==> config.mk <==
export PLATFORM = sky130hd
export DESIGN_NAME = pipeline_hazard_unit_flat
export DESIGN_NICKNAME = d
export VERILOG_FILES = /design/src/rtl/pipeline_hazard_unit_pkg.sv /design/src/rtl/pipeline_hazard_unit_if.sv /design/src/rtl/pipeline_hazard_unit_forwarding_unit.sv /design/src/rtl/pipeline_hazard_unit.sv /design/src/flat_wrapper.sv
export SDC_FILE = /design/constraint.sdc
export NUM_CORES = 1
export LEC_CHECK = 0
export BUFFER_PORTS_ARGS = -buffer_cell sky130_fd_sc_hd__buf_2
export CAP_MARGIN = 10
export CORE_UTILIZATION = 35
export DETAILED_ROUTE_END_ITERATION = 8
export PLACE_DENSITY = 0.58
export SYNTH_ARGS = -nofsm -noshare
export SYNTH_HDL_FRONTEND = slang
export SYNTH_HIERARCHICAL = 1
export SYNTH_SLANG_ARGS = --single-unit
==> constraint.sdc <==
create_clock -name clk -period 6.4 [get_ports clk]
set_clock_uncertainty 0.2 [all_clocks]
set_input_delay 1.6 -clock clk [delete_from_list [all_inputs] [get_ports clk]]
set_output_delay 1.6 -clock clk [all_outputs]
set_load 0.02 [all_outputs]
==> src/rtl/pipeline_hazard_unit_pkg.sv <==
// pipeline_hazard_unit_pkg: shared forward-select codes, hazard FSM states and the pipeline NOP
package pipeline_hazard_unit_pkg;
  localparam logic [1:0] FWD_RF  = 2'b00;
  localparam logic [1:0] FWD_WB  = 2'b01;
  localparam logic [1:0] FWD_MEM = 2'b10;
  localparam logic [31:0] NOP_INSN = 32'h0000_0013;
  typedef enum logic {RUN = 1'b0, STALL = 1'b1} state_e;
endpackage

==> src/rtl/pipeline_hazard_unit_if.sv <==
// pipeline_hazard_unit_if: pipeline <-> hazard unit bundle; master = pipeline side, slave = hazard unit
// ports: ID/EX/MEM/WB register indices and enables in, stall/flush/forward controls and perf counters out
interface pipeline_hazard_unit_if #(parameter int REG_ADDR_W = 5, parameter int CNT_W = 32);
  logic [REG_ADDR_W-1:0] id_rs1, id_rs2, ex_rs1, ex_rs2, ex_rd, mem_rd, wb_rd;
  logic id_use_rs1, id_use_rs2, ex_memread, mem_regwrite, wb_regwrite, branch_taken;
  logic pc_write, if_id_write, if_id_flush, id_ex_flush, pc_sel;
  logic [1:0] forward_a, forward_b;
  logic [CNT_W-1:0] stall_cycles, flush_events;
  modport master (
    output id_rs1, id_rs2, ex_rs1, ex_rs2, ex_rd, mem_rd, wb_rd,
    output id_use_rs1, id_use_rs2, ex_memread, mem_regwrite, wb_regwrite, branch_taken,
    input  pc_write, if_id_write, if_id_flush, id_ex_flush, pc_sel,
    input  forward_a, forward_b, stall_cycles, flush_events
  );
  modport slave (
    input  id_rs1, id_rs2, ex_rs1, ex_rs2, ex_rd, mem_rd, wb_rd,
    input  id_use_rs1, id_use_rs2, ex_memread, mem_regwrite, wb_regwrite, branch_taken,
    output pc_write, if_id_write, if_id_flush, id_ex_flush, pc_sel,
    output forward_a, forward_b, stall_cycles, flush_events
  );
endinterface

==> src/rtl/pipeline_hazard_unit_forwarding_unit.sv <==
// forwarding_unit: combinational EX operand forward selects, MEM beats WB, x0 never forwarded
// ports: ex_rs1/ex_rs2, mem_rd/wb_rd with write enables in; forward_a/forward_b out
module forwarding_unit
  import pipeline_hazard_unit_pkg::*;
#(parameter int REG_ADDR_W = 5) (
  input  logic [REG_ADDR_W-1:0] ex_rs1,
  input  logic [REG_ADDR_W-1:0] ex_rs2,
  input  logic [REG_ADDR_W-1:0] mem_rd,
  input  logic [REG_ADDR_W-1:0] wb_rd,
  input  logic                  mem_regwrite,
  input  logic                  wb_regwrite,
  output logic [1:0]            forward_a,
  output logic [1:0]            forward_b
);
  logic mem_ok, wb_ok;
  always_comb begin
    mem_ok = mem_regwrite && mem_rd != '0;
    wb_ok = wb_regwrite && wb_rd != '0;
    forward_a = (mem_ok && mem_rd == ex_rs1) ? FWD_MEM : (wb_ok && wb_rd == ex_rs1) ? FWD_WB : FWD_RF;
    forward_b = (mem_ok && mem_rd == ex_rs2) ? FWD_MEM : (wb_ok && wb_rd == ex_rs2) ? FWD_WB : FWD_RF;
  end
endmodule

==> src/rtl/pipeline_hazard_unit.sv <==
// pipeline_hazard_unit: load-use stall, branch squash, EX forwarding and saturating stall/flush counters
// ports: clk, reset (sync active-high), hz (slave side of pipeline_hazard_unit_if)
module pipeline_hazard_unit
  import pipeline_hazard_unit_pkg::*;
#(
  parameter int REG_ADDR_W = 5,
  parameter int LOAD_LAT   = 1,
  parameter int CNT_W      = 32
) (
  input logic clk,
  input logic reset,
  pipeline_hazard_unit_if.slave hz
);
  localparam logic [3:0] STALL_INIT = 4'(LOAD_LAT - 1);
  localparam bit MULTI = LOAD_LAT > 1;
  state_e state_q, state_d;
  logic [3:0] cnt_q, cnt_d;
  logic [CNT_W-1:0] stall_cycles_q, stall_cycles_d, flush_events_q, flush_events_d;
  logic [1:0] fwd_a, fwd_b;
  logic lu, stall, br;
  forwarding_unit #(.REG_ADDR_W(REG_ADDR_W)) u_fwd (
    .ex_rs1(hz.ex_rs1), .ex_rs2(hz.ex_rs2), .mem_rd(hz.mem_rd), .wb_rd(hz.wb_rd),
    .mem_regwrite(hz.mem_regwrite), .wb_regwrite(hz.wb_regwrite),
    .forward_a(fwd_a), .forward_b(fwd_b)
  );
  assign lu = hz.ex_memread && hz.ex_rd != '0 &&
              ((hz.id_use_rs1 && hz.ex_rd == hz.id_rs1) || (hz.id_use_rs2 && hz.ex_rd == hz.id_rs2));
  always_ff @(posedge clk) begin
    if (reset) begin
      state_q <= RUN;
      cnt_q <= '0;
      stall_cycles_q <= '0;
      flush_events_q <= '0;
    end else begin
      state_q <= state_d;
      cnt_q <= cnt_d;
      stall_cycles_q <= stall_cycles_d;
      flush_events_q <= flush_events_d;
    end
  end
  // cnt holds the stall cycles still owed after the current one; a taken branch aborts them
  always_comb begin
    state_d = hz.branch_taken ? RUN : state_q == STALL ? (cnt_q == 4'd1 ? RUN : STALL) : (lu && MULTI) ? STALL : RUN;
    cnt_d = hz.branch_taken ? '0 : state_q == STALL ? cnt_q - 4'd1 : (lu && MULTI) ? STALL_INIT : '0;
    stall_cycles_d = (stall && stall_cycles_q != '1) ? stall_cycles_q + CNT_W'(1) : stall_cycles_q;
    flush_events_d = (br && flush_events_q != '1) ? flush_events_q + CNT_W'(1) : flush_events_q;
  end
  always_comb begin
    br = !reset && hz.branch_taken;
    stall = !reset && !hz.branch_taken && (state_q == STALL || lu);
    hz.pc_write = !stall;
    hz.if_id_write = !stall;
    hz.if_id_flush = br;
    hz.pc_sel = br;
    hz.id_ex_flush = br || stall;
    hz.forward_a = reset ? FWD_RF : fwd_a;
    hz.forward_b = reset ? FWD_RF : fwd_b;
    hz.stall_cycles = stall_cycles_q;
    hz.flush_events = flush_events_q;
  end
endmodule

==> src/flat_wrapper.sv <==
// flat-port wrapper written by rule: the top's interface ports become plain ports
module pipeline_hazard_unit_flat import pipeline_hazard_unit_pkg::*;
#(
  parameter int REG_ADDR_W = 5,
  parameter int LOAD_LAT   = 1,
  parameter int CNT_W      = 32
)
  (clk, reset, hz_id_rs1, hz_id_rs2, hz_ex_rs1, hz_ex_rs2, hz_ex_rd, hz_mem_rd, hz_wb_rd, hz_id_use_rs1, hz_id_use_rs2, hz_ex_memread, hz_mem_regwrite, hz_wb_regwrite, hz_branch_taken, hz_pc_write, hz_if_id_write, hz_if_id_flush, hz_id_ex_flush, hz_pc_sel, hz_forward_a, hz_forward_b, hz_stall_cycles, hz_flush_events);
  pipeline_hazard_unit_if #(.REG_ADDR_W(REG_ADDR_W), .CNT_W(CNT_W)) hz_i ();
  input logic clk;
  input logic reset;
  input wire logic [$bits(hz_i.id_rs1)-1:0] hz_id_rs1;
  input wire logic [$bits(hz_i.id_rs2)-1:0] hz_id_rs2;
  input wire logic [$bits(hz_i.ex_rs1)-1:0] hz_ex_rs1;
  input wire logic [$bits(hz_i.ex_rs2)-1:0] hz_ex_rs2;
  input wire logic [$bits(hz_i.ex_rd)-1:0] hz_ex_rd;
  input wire logic [$bits(hz_i.mem_rd)-1:0] hz_mem_rd;
  input wire logic [$bits(hz_i.wb_rd)-1:0] hz_wb_rd;
  input wire logic [$bits(hz_i.id_use_rs1)-1:0] hz_id_use_rs1;
  input wire logic [$bits(hz_i.id_use_rs2)-1:0] hz_id_use_rs2;
  input wire logic [$bits(hz_i.ex_memread)-1:0] hz_ex_memread;
  input wire logic [$bits(hz_i.mem_regwrite)-1:0] hz_mem_regwrite;
  input wire logic [$bits(hz_i.wb_regwrite)-1:0] hz_wb_regwrite;
  input wire logic [$bits(hz_i.branch_taken)-1:0] hz_branch_taken;
  output wire logic [$bits(hz_i.pc_write)-1:0] hz_pc_write;
  output wire logic [$bits(hz_i.if_id_write)-1:0] hz_if_id_write;
  output wire logic [$bits(hz_i.if_id_flush)-1:0] hz_if_id_flush;
  output wire logic [$bits(hz_i.id_ex_flush)-1:0] hz_id_ex_flush;
  output wire logic [$bits(hz_i.pc_sel)-1:0] hz_pc_sel;
  output wire logic [$bits(hz_i.forward_a)-1:0] hz_forward_a;
  output wire logic [$bits(hz_i.forward_b)-1:0] hz_forward_b;
  output wire logic [$bits(hz_i.stall_cycles)-1:0] hz_stall_cycles;
  output wire logic [$bits(hz_i.flush_events)-1:0] hz_flush_events;
  assign hz_i.id_rs1 = hz_id_rs1;
  assign hz_i.id_rs2 = hz_id_rs2;
  assign hz_i.ex_rs1 = hz_ex_rs1;
  assign hz_i.ex_rs2 = hz_ex_rs2;
  assign hz_i.ex_rd = hz_ex_rd;
  assign hz_i.mem_rd = hz_mem_rd;
  assign hz_i.wb_rd = hz_wb_rd;
  assign hz_i.id_use_rs1 = hz_id_use_rs1;
  assign hz_i.id_use_rs2 = hz_id_use_rs2;
  assign hz_i.ex_memread = hz_ex_memread;
  assign hz_i.mem_regwrite = hz_mem_regwrite;
  assign hz_i.wb_regwrite = hz_wb_regwrite;
  assign hz_i.branch_taken = hz_branch_taken;
  assign hz_pc_write = hz_i.pc_write;
  assign hz_if_id_write = hz_i.if_id_write;
  assign hz_if_id_flush = hz_i.if_id_flush;
  assign hz_id_ex_flush = hz_i.id_ex_flush;
  assign hz_pc_sel = hz_i.pc_sel;
  assign hz_forward_a = hz_i.forward_a;
  assign hz_forward_b = hz_i.forward_b;
  assign hz_stall_cycles = hz_i.stall_cycles;
  assign hz_flush_events = hz_i.flush_events;
  pipeline_hazard_unit #(.REG_ADDR_W(REG_ADDR_W), .LOAD_LAT(LOAD_LAT), .CNT_W(CNT_W)) u_core (.clk(clk), .reset(reset), .hz(hz_i));
endmodule
* Word level (Yosys, flattened, before mapping) *
Index checks and enable logic that the tools add are counted.

operators by class
  $add $sub $neg = 3
  multipliers = 0
  div/mod/pow operators = 0
  order comparisons = 0
  equal/unequal tests = 9
  shifts and indexed selects = 0
  mux-type cells = 7
  bitwise gates (word level) = 1
  reductions and logical operators = 25

operators by type and width
  kind                                              count
  adder 32 x 1 -> 32 bit, second input constant     2
  != test 32 bit, second input constant             2
  == test 5 bit                                     6
  logical AND 1 bit                                 15
  nonzero test 5 bit                                3
  two-way mux 2 bit                                 4
  == test 4 x 1 -> 1 bit, second input constant     1
  subtractor 4 x 1 -> 4 bit, second input constant  1
  logical NOT 1 bit                                 3
  logical OR 1 bit                                  3
  two-way mux 1 bit                                 3
  OR reduction 3 bit                                1
  NOT 1 bit                                         1

word-level totals
  bits in registers = 69
  latch bits = 0
  RAM bits = 0
  bits in read-only memories = 0
  memories = 0

* Logic depth before layout (Yosys ltp) *
Gate-level depths: netlist of run 1.

  depth in word-level cells = 7
  depth in mapped cells = 9
  depth with buffers taken out = 8

* Hierarchy *
The synthesis of run 1 kept the hierarchy.

by module, submodules not included
  module                instances  cells each  area an instance (um2)  seq. area each (um2)
  pipeline_hazard_unit  1          428         3583.4                  1381.3
  forwarding_unit       1          34          270.3                   0.0

* Worst setup path before layout of run 1 *
Ideal clock, no wire load.

  path kind = input -> output
  start point = in hz_mem_rd[1]
  end point = out hz_forward_a[0]
  arrival time = 2.939 ns
  required time = 4.600 ns
  path slack = 1.661 ns
  stages on the path = 5
  path buffers = 0
  cells stage by stage = or4_1 -> o21ai_2 -> nor4_1 -> nor4_2 -> nor2b_1

between the ends
  cells in the longest elaborated chain, start to end = 5

ends and longest elaborated chain
  what                 line                                        text
  start: declaration   flat_wrapper.sv:17                          input wire logic [$bits(hz_i.mem_rd)-1:0] hz_mem_rd;
  nonzero test 5 bit   pipeline_hazard_unit_forwarding_unit.sv:17  mem_ok = mem_regwrite && mem_rd != '0;
  logical AND 1 bit    pipeline_hazard_unit_forwarding_unit.sv:17
  logical AND 1 bit *  pipeline_hazard_unit_forwarding_unit.sv:19  forward_a = (mem_ok && mem_rd == ex_rs1) ? FWD_MEM : (wb_ok && wb_rd == ex_rs1) ? FWD_WB : FWD_RF;
  two-way mux 2 bit *  pipeline_hazard_unit_forwarding_unit.sv:19
  net u_core.fwd_a[0]  pipeline_hazard_unit.sv:19                  logic [1:0] fwd_a, fwd_b;
  two-way mux 2 bit *  pipeline_hazard_unit.sv:56                  hz.forward_a = reset ? FWD_RF : fwd_a;
  end: declaration     flat_wrapper.sv:30                          output wire logic [$bits(hz_i.forward_a)-1:0] hz_forward_a;

The timed path passes the listed nets; every way through them passes the cells marked *.

* Final worst setup path of run 1 *
  start point = in hz_ex_rd[1]
  end point = out hz_id_ex_flush

between the ends
  cells in the longest elaborated chain, start to end = 7

ends and longest elaborated chain
  what                 line                        text
  start: declaration   flat_wrapper.sv:16          input wire logic [$bits(hz_i.ex_rd)-1:0] hz_ex_rd;
  == test 5 bit        pipeline_hazard_unit.sv:27  ((hz.id_use_rs1 && hz.ex_rd == hz.id_rs1) || (hz.id_use_rs2 && hz.ex_rd == hz.id_rs2));
  logical AND 1 bit    pipeline_hazard_unit.sv:27
  logical OR 1 bit     pipeline_hazard_unit.sv:27
  logical AND 1 bit *  pipeline_hazard_unit.sv:26  assign lu = hz.ex_memread && hz.ex_rd != '0 &&
  logical OR 1 bit *   pipeline_hazard_unit.sv:50  stall = !reset && !hz.branch_taken && (state_q == STALL || lu);
  logical AND 1 bit *  pipeline_hazard_unit.sv:50
  logical OR 1 bit *   pipeline_hazard_unit.sv:55  hz.id_ex_flush = br || stall;
  end: declaration     flat_wrapper.sv:28          output wire logic [$bits(hz_i.id_ex_flush)-1:0] hz_id_ex_flush;

Mark *: on every way between the ends. The rest lies on a longest branch, timed or not.

==> summary.txt, run 1 <==
Post-synth ARST share: 0
Initial antenna violation count: 0
Final period utilization: 0.762
Rel. slew slack: 0.527
Critical path, cell by cell: buf_2 -> or4_1 -> o211ai_1 -> o21a_2 -> nand2_1 -> buf_2
Min cycle time layout: 4880 ps
Hold Path Depth: 1
Seq cells post-synth: 69
Die height: 107 um
Detailed Routing Iterations Pass 1: 4
Final WS setup: 1520 ps
CP arrival: 3080 ps
Synthesis Warnings: 6
Die width: 107 um
Site Rows: 37
Post-route cell area: 0.00471 mm2
Share of the synthesized area in the top cell type: 0.358
Via Count: 3578
Starting Density: 0.367
Vias per cell: 5.03
CP max FO: 13
EDFF count, synth: 0
Placed cell area: 0.00451 mm2
Initial DRC count: 99
RSZ-0062 raised after global routing: false
Core box area: 0.0105 mm2
Drt wl/cell: 13.2 um
Largest net degree at the start of global routing: 70
Area delta synth->final: 22.3%
CP Class: in -> out
I/O pins: 116
Share of layout cells above drive strength 1: 0.266
Worst path slowest cell: or4_1
Status: finished, final reports clean
CTS H-tree depth: 3
R2R cell count: 7
Final WL: 9350 um
Clk Latency, worst-skew pair: 330 ps
Sequential area share after synthesis: 0.358
GRT Total Usage: 0.168
Final Hold Viols: 0
CP required: 4600 ps
Final net count: 618
R2R setup slack: 3770 ps
Syn Area/Cell: 8.34 um2
Cell with the most instances after synthesis: nor2_1
GP Congestion: 0.859
Clock root buffer: clkbuf_8
R2r startpoint: u_core/hz.flush_events[9]
Slew @ Worst Pin: 710 ps
VDD IR max: 0.125 mV
Post-Place Cells: 696
Worst Setup Start Kind: input pin
Die area: 0.0114 mm2
Post-CTS sizing: 0
Final setup viols: 0
Hold wc startpoint: u_core/cnt_q[0]
Family with the most delay on the worst path: simple AND/OR/NAND/NOR gates
Clock transition at path regs: 70 ps
# Post-CTS Setup Buffers: 0
Place WS: 1510 ps
Reg2reg end: u_core/hz.flush_events[19]
Post-Layout Cell Count: 711
Global-route wire length before repair: 15400 um
Top cell by count, worst path: buf_2
Slew Limit Fails: 0
Critical Path End Type: output pin
Antenna violation net count after detailed routing: 0
Mapped Area: 0.00385 mm2
Buf/Inv on CP: 2
F_max: 205 MHz
Syn Nets: 509
WHS Endpoint: u_core/cnt_q[0]
Gate Count Post-Synth: 462
Post-synth top cells: 71 x nor2_1, 69 x dfxtp_1, 63 x xnor2_1
Post-synth top area cell: dfxtp_1
Total power: 848 uW
Residual DRC: 0
Yosys cell types: 44
Vias in the first global route: 3348
Num CTS Buffers: 9
Critical Path Stages: 6
Crit-path max cell delay: 520 ps
HP Class: reg -> reg
Buffers on Ports: 115
Pwr dens: 180 mW/mm2
Worst hold margin: 266 ps
Setup TNS: 0 ps
CTS Buffer Depth: 2
Hpwl dp: 6980 um
Gr ovfl total: 0
Clock Sink Count: 69
Final core utilization: 0.449
CTS Hold Bufs: 0
Top post-synthesis cells by area: dfxtp_1 36%, xnor2_1 14%, nor2_1 6.9%
Diode count: 0
LEAKAGE: 1.84 nW
Max-cap viol count: 0
Synth Flop Type: dfxtp_1
CTS tree: built
[worst max path at each step]
| stage | end | slack, ps | start |
|---|---|---|---|
| floorplan | hz_forward_a[0] | 1660 | hz_mem_rd[1] |
| global placement | hz_id_ex_flush | 1530 | hz_ex_rd[1] |
| detailed placement | hz_id_ex_flush | 1510 | hz_ex_rd[1] |
| CTS | hz_id_ex_flush | 1500 | hz_ex_rd[1] |
| global route | hz_forward_a[0] | 1410 | hz_mem_rd[1] |
| finish | hz_id_ex_flush | 1520 | hz_ex_rd[1] |
[power breakdown]
part / internal, mW / total [mW] / switching, mW
registers: 0.430 / 0.432 / 0.00193
clock network: 0.198 / 0.355 / 0.157
logic: 0.0263 / 0.0604 / 0.0342
[cells in the final DEF (no fill, tap or decap), types with 2 or more instances in the layout]
master and n:
and4_1 6, buf_2 115, nor4_2 3, or3_1 11
nor3b_1 2, nor2_1 71, xnor2_1 63, nand2b_1 2
nand3_1 29, xor2_1 18, nor4b_4 3, o21ai_0 12
or4_1 3, nor4_4 4, buf_4 2, clkbuf_8 11
and3_1 4, nor4_1 4, and2_1 4, clkinv_2 2
and4_4 2, nand2_1 30, nand4_1 22, nor2b_1 4
inv_1 13, ha_1 4, a21o_1 2, nor3_1 30
dfxtp_1 69, a21oi_1 14
[cell type report]
class | instances | area, um2
tap | 136 | 170
fill | 1053 | 5800
clock buffer | 11 | 151
inverter | 13 | 48.8
multi-input combinational | 361 | 2320
sequential | 69 | 1380
clock inverter | 4 | 47.5
timing repair buffer | 117 | 591
[metal layers]
metal | up-vias | track usage | part of all wire
met3 | 6 | 0.0316 | 0.037
met1 | 1683 | 0.216 | 0.49
met5 | - | 0 | 0
met4 | 0 | 0.0626 | 0.010
met2 | 77 | 0.278 | 0.47
li1 | 1812 | - | -
[registers in the layout, summed over array words and instances (netlist names)]
signal                  cells
u_core/hz.stall_cycles     32
u_core/hz.flush_events     32
u_core/state_q              1
u_core/cnt_q                4
[cell families (layout without fill, tap and decap cells)]
group | Yosys count | count (layout) | share of synthesized area
buf+inv | 32 | 145 | 0.0386
simple gates | 242 | 242 | 0.356
compound gates | 34 | 34 | 0.0503
xor+xnor | 81 | 81 | 0.184
flops | 69 | 69 | 0.358
fa+ha+maj | 4 | 4 | 0.0130
Power figures use the tool's default switching activity.
==> inputs of run 2 (changes only) <==
ABC_AREA = 1   (was default)
clock period = 4.25 ns   (was 6.4 ns; I/O delays follow)
==> summary.txt, run 2 <==
CP required: 2990 ps (-1610 ps)
Family with the most delay on the worst path: simple AND/OR/NAND/NOR gates
Slew Limit Fails: 0 (unchanged)
Final net count: 975 (+58%)
Register area: 0.00138 mm2 (unchanged)
Mapped Area: 0.00479 mm2 (+24%)
Gr ovfl total: 0 (unchanged)
Site Rows: 42 (+14%)
Global-route wire length before repair: 22800 um (+48%)
Commonest non-fill, non-tap cell in the layout: nand2_1
F_max: 298 MHz
Final period utilization: 0.788
Initial antenna violation count: 0 (unchanged)
Final setup viols: 0 (unchanged)
Sequential area share after synthesis: 0.288 (-0.0702)
Share of the synthesized area in the top cell type: 0.288 (-0.0702)
Post-synth top cells: 299 x nand2_1, 136 x nor2_1, 71 x inv_1
CTS tree: built
Top cell by count, worst path: nand2_1
Final Hold Viols: 0 (unchanged)
Crit-path max cell delay: 170 ps (-350 ps)
Post-CTS sizing: 0 (unchanged)
Post-synth ARST share: 0 (unchanged)
CP Class: in -> out
Seq cells post-synth: 69 (unchanged)
Critical Path End Type: output pin
Vias per cell: 4.72 (-6.1%)
Clock root buffer: clkbuf_16
Place WS: 874 ps (-632 ps)
CP max FO: 3 (-10)
Buffers on Ports: 115 (unchanged)
HP Class: reg -> reg
Synth Flop Type: dfxtp_1
Post-route cell area: 0.00575 mm2 (+22%)
Status: finished, final reports clean
Min cycle time layout: 3350 ps
Setup TNS: 0 ps (unchanged)
Slew @ Worst Pin: 645 ps (-64.8 ps)
Worst Setup Start Kind: input pin
Syn Area/Cell: 5.84 um2 (-30%)
Gate Count Post-Synth: 820 (+77%)
Clock transition at path regs: 60 ps (about the same)
EDFF count, synth: 0 (unchanged)
Multi-input gate area: 0.00299 mm2 (+28%)
Die height: 119 um (+11%)
Buf/Inv on CP: 4 (+2)
Fillers: 1499 (+42%)
# Post-CTS Setup Buffers: 0 (unchanged)
CTS Hold Bufs: 0 (unchanged)
Final WL: 13700 um (+47%)
Share of layout cells above drive strength 1: 0.161 (-0.105)
Pwr dens: 254 mW/mm2 (+41%)
Residual DRC: 0 (unchanged)
Top post-synthesis cells by area: dfxtp_1 29%, nand2_1 23%, nor2_1 11%
VDD IR max: 0.167 mV (+33%)
Cell with the most instances after synthesis: nand2_1
Num CTS Buffers: 9 (unchanged)
Synthesis Warnings: 6 (unchanged)
Initial DRC count: 319 (+220%)
Total power: 1.46 mW (+72%)
Post-synth top area cell: dfxtp_1
Die area: 0.0142 mm2 (+24%)
Largest net degree at the start of global routing: 51 (-27%)
Commonest non-fill, non-tap cells in the layout: 299 x nand2_1, 136 x nor2_1, 115 x buf_2
LEAKAGE: 2.53 nW (+38%)
Yosys cell types: 31 (-30%)
Placed cell area: 0.00548 mm2 (+21%)
I/O pins: 116 (unchanged)
Syn Nets: 867 (+70%)
Detailed Routing Iterations Pass 1: 5 (+1)
Vias in the first global route: 4748 (+42%)
Clock Sink Count: 69 (unchanged)
Starting Density: 0.360 (-0.00627)
Core box area: 0.0133 mm2 (+27%)
Critical path, cell by cell: buf_2 -> inv_1 -> nand2_1 -> nand2_1 -> nor2_1 -> nand3_1 -> nand2_1 -> nand2_1 -> nand2_2 -> inv_1 -> nand2_1 -> buf_2
Via Count: 5233 (+46%)
Drt wl/cell: 12.4 um (-5.7%)
Worst path slowest cell: buf_2
Clk Latency, worst-skew pair: 340 ps (about the same)
Rel. slew slack: 0.568 (+0.0417)
GP Congestion: 0.848 (-1.3%)
CTS H-tree depth: 3 (unchanged)
Diode count: 0 (unchanged)
Max-cap viol count: 0 (unchanged)
CP arrival: 2090 ps (-990 ps)
R2R setup slack: 1580 ps (-2190 ps)
RSZ-0062 raised after global routing: false
Worst hold margin: 260 ps (-5.72 ps)
Final WS setup: 899 ps (-624 ps)
Die width: 119 um (+11%)
Area delta synth->final: 20.0%
Hpwl dp: 10300 um (+47%)
GRT Total Usage: 0.200 (+0.0322)
Antenna violation net count after detailed routing: 0 (unchanged)
CTS Buffer Depth: 2 (unchanged)
## run 2: changes by cell type after synthesis, moves of 25 or more
cell	before	now
nand2_1	30	299
nor2_1	71	136
inv_1	13	71
xnor2_1	63	13
a21oi_1	14	55
nand3_1	29	54
## run 2: stage by stage
| stage | cells | util |
|---|---|---|
| finish | 1108 | 0.432 |
| global route | 1108 | 0.432 |
| global placement | 1093 | 0.412 |
| floorplan | 820 | - |
| CTS | 1108 | 0.432 |
| detailed placement | 1093 | 0.412 |
## run 2: cells by family (layout without fill, tap and decap cells)
logic type,after synthesis,count (layout),share of synthesized area
AND/OR/NAND/NOR,546,546,0.477
buffers and inverters,98,210,0.0888
AO/OA/AOI/OAI,70,70,0.0755
flip-flops,69,69,0.288
XOR/XNOR,33,33,0.0603
adder cells (fa/ha/maj),4,4,0.0104
## run 2: power by group
part / leakage, nW / switching, mW / total [mW] / internal (mW)
clock network: 0.127 / 0.289 / 0.694 / 0.405
logic: 1.85 / 0.0716 / 0.113 / 0.0418
registers: 0.556 / 0.00202 / 0.651 / 0.649
total: 2.53 / 0.362 / 1.46 / 1.10
## run 2: path summary, 6_finish.rpt
check                                                from                         end  cells past startpoint
worst min-delay path                      u_core/cnt_q[0]             u_core/cnt_q[0]                      1
worst min register to register            u_core/cnt_q[0]             u_core/cnt_q[0]                      1
worst max register to register  u_core/hz.flush_events[0]  u_core/hz.flush_events[18]                     11
worst max-delay path                          hz_ex_rd[4]              hz_id_ex_flush                     12
## run 2: per-layer routing
metal,vias to the layer above,global-route usage,part of all wire,routed length (um)
met5,-,0,0,0
met4,0,0.0649,0.012,160
met3,15,0.0426,0.053,722
met2,127,0.327,0.45,6250
met1,2298,0.261,0.48,6620
li1,2793,-,-,-
## run 2: layout make-up
| cell class | count | area share |
|---|---|---|
| clock buffer | 11 | 0.0422 |
| multi-input combinational | 653 | 0.519 |
| inverter | 75 | 0.0490 |
| clock inverter | 4 | 0.00435 |
| tap | 176 | 0.0383 |
| sequential | 69 | 0.240 |
| timing repair buffer | 120 | 0.107 |
## run 2: worst reg2reg max path: cells and delay by family (launching register included)
family,cells,cell delay [ps]
XOR/XNOR,1,160
adder cells (fa/ha/maj),1,200
buffers and inverters,1,310
AND/OR/NAND/NOR,8,1300
flip-flops,1,370
==> inputs of run 3 (changes only) <==
clock period = 2.8 ns   (was 4.25 ns; I/O delays follow)
==> summary.txt, run 3 (synthesis gave the netlist of run 2 again) <==
Status: finished, final reports clean
Final setup viols: 0 (unchanged)
Post-route cell area: 0.00583 mm2 (+1.4%)
Residual DRC: 0 (unchanged)
VDD IR max: 0.270 mV (+62%)
Site Rows: 42 (unchanged)
Die area: 0.0142 mm2 (unchanged)
# Post-CTS Setup Buffers: 0 (unchanged)
R2R cell count: 11 (unchanged)
Clock root buffer: clkbuf_16
Global-route wire length before repair: 22100 um (-3.1%)
R2R setup slack: 470 ps (-1110 ps)
Die width: 119 um (unchanged)
Clock Sink Count: 69 (unchanged)
Critical Path Sink: hz_id_ex_flush
Slew Limit Fails: 0 (unchanged)
Post-CTS sizing: 0 (unchanged)
Commonest non-fill, non-tap cells in the layout: 299 x nand2_1, 136 x nor2_1, 115 x buf_2
CTS H-tree depth: 3 (unchanged)
CP required: 1900 ps (-1090 ps)
Worst Setup Start Kind: input pin
Place WS: 217 ps (-657 ps)
Initial DRC count: 291 (-8.8%)
Buffers on Ports: 115 (unchanged)
Vias per cell: 4.69 (-0.62%)
RSZ-0062 raised after global routing: false
Diode count: 0 (unchanged)
Num CTS Buffers: 9 (unchanged)
Gr ovfl total: 0 (unchanged)
F_max: 392 MHz
Share of layout cells above drive strength 1: 0.166 (+0.00554)
CTS tree: built
Initial antenna violation count: 0 (unchanged)
CP Class: in -> out
CP max FO: 3 (unchanged)
Start point of the critical path: hz_ex_rd[4]
Area delta synth->final: 21.7%
R2r startpoint: u_core/hz.flush_events[0]
Commonest non-fill, non-tap cell in the layout: nand2_1
Setup TNS: 0 ps (unchanged)
Die height: 119 um (unchanged)
Clk Latency, worst-skew pair: 340 ps (about the same)
LEAKAGE: 2.58 nW (+2.0%)
Largest net degree at the start of global routing: 36 (-29%)
Placed cell area: 0.00553 mm2 (+0.91%)
Fillers: 1486 (-0.87%)
Min cycle time layout: 2550 ps
CTS Hold Bufs: 0 (unchanged)
Final Hold Viols: 0 (unchanged)
Max-cap viol count: 0 (unchanged)
Critical Path End Type: output pin
Final core utilization: 0.439 (+0.00621)
CTS Buffer Depth: 2 (unchanged)
Starting Density: 0.360 (unchanged)
Slew @ Worst Pin: 422 ps (-224 ps)
Pwr dens: 398 mW/mm2 (+57%)
Final period utilization: 0.911
Antenna violation net count after detailed routing: 0 (unchanged)
HP Class: reg -> reg
Core box area: 0.0133 mm2 (unchanged)
CP arrival: 1650 ps (-440 ps)
Reg2reg end: u_core/hz.flush_events[8]
Final WS setup: 250 ps (-649 ps)
Hpwl dp: 10400 um (+1.3%)
Drt wl/cell: 12.2 um (-1.7%)
Detailed Routing Iterations Pass 1: 5 (unchanged)
Final WL: 13600 um (-1.3%)
GRT Total Usage: 0.195 (-0.00573)
Via Count: 5224 (-0.17%)
Clock transition at path regs: 50 ps (about the same)
Vias in the first global route: 4548 (-4.2%)
GP Congestion: 0.881 (+3.9%)
Rel. slew slack: 0.719 (+0.150)
Final net count: 980 (+0.51%)
I/O pins: 116 (unchanged)
-- run 3: final cells by class --
| class | count | area [um2] | area share |
|---|---|---|---|
| clock buffers | 11 | 253 | 0.0433 |
| clock inverters | 4 | 47.5 | 0.00815 |
| inverters | 75 | 282 | 0.0483 |
| multi-input cells | 653 | 2990 | 0.512 |
| flip-flops and latches | 69 | 1380 | 0.237 |
| well taps | 176 | 220 | 0.0378 |
| repair buffers | 125 | 663 | 0.114 |
-- run 3: worst max-delay path, cell delays in order --
cell and delay (ps):
buf_2 100, inv_1 70, nand2_1 60, nand2_1 50, nor2_1 120, nand3_1 80
nand2_1 60, nand2_1 50, nand2_2 80, inv_1 70, nand2_1 50, buf_2 160
-- run 3: per-layer routing --
metal | global-route usage | part of all wire | up-vias
met5 | 0 | 0 | -
met4 | 0.0625 | 0.012 | 0
met3 | 0.0426 | 0.053 | 10
met2 | 0.311 | 0.45 | 132
met1 | 0.259 | 0.48 | 2284
li1 | - | - | 2798
-- run 3: how the worst min path moves through the flow --
stage                                from               to  depth (start not counted)
after floorplan           u_core/cnt_q[0]  u_core/cnt_q[0]                          1
after global placement    u_core/cnt_q[0]  u_core/cnt_q[0]                          1
after detailed placement  u_core/cnt_q[0]  u_core/cnt_q[0]                          1
final                     u_core/cnt_q[0]  u_core/cnt_q[0]                          1
after global routing      u_core/cnt_q[0]  u_core/cnt_q[0]                          1
after CTS                 u_core/cnt_q[0]  u_core/cnt_q[0]                          1
-- run 3: through the flow --
step | power [mW] | hold slack [ps] | instances
2_1_floorplan | 1.12 | 230 | 820
3_3_place_gp | 1.19 | 254 | 1098
3_5_place_dp | 1.19 | 257 | 1098
4_1_cts | 2.37 | 269 | 1113
5_1_grt | 2.42 | 289 | 1113
6_report | 2.32 | 266 | 1113
-- run 3: report_power, final --
part	total, mW	switching [mW]	internal, mW
Clock	1.16	0.428	0.729
Sequential	0.988	0.00320	0.985
Combinational	0.175	0.109	0.0660
Total	2.32	0.540	1.78
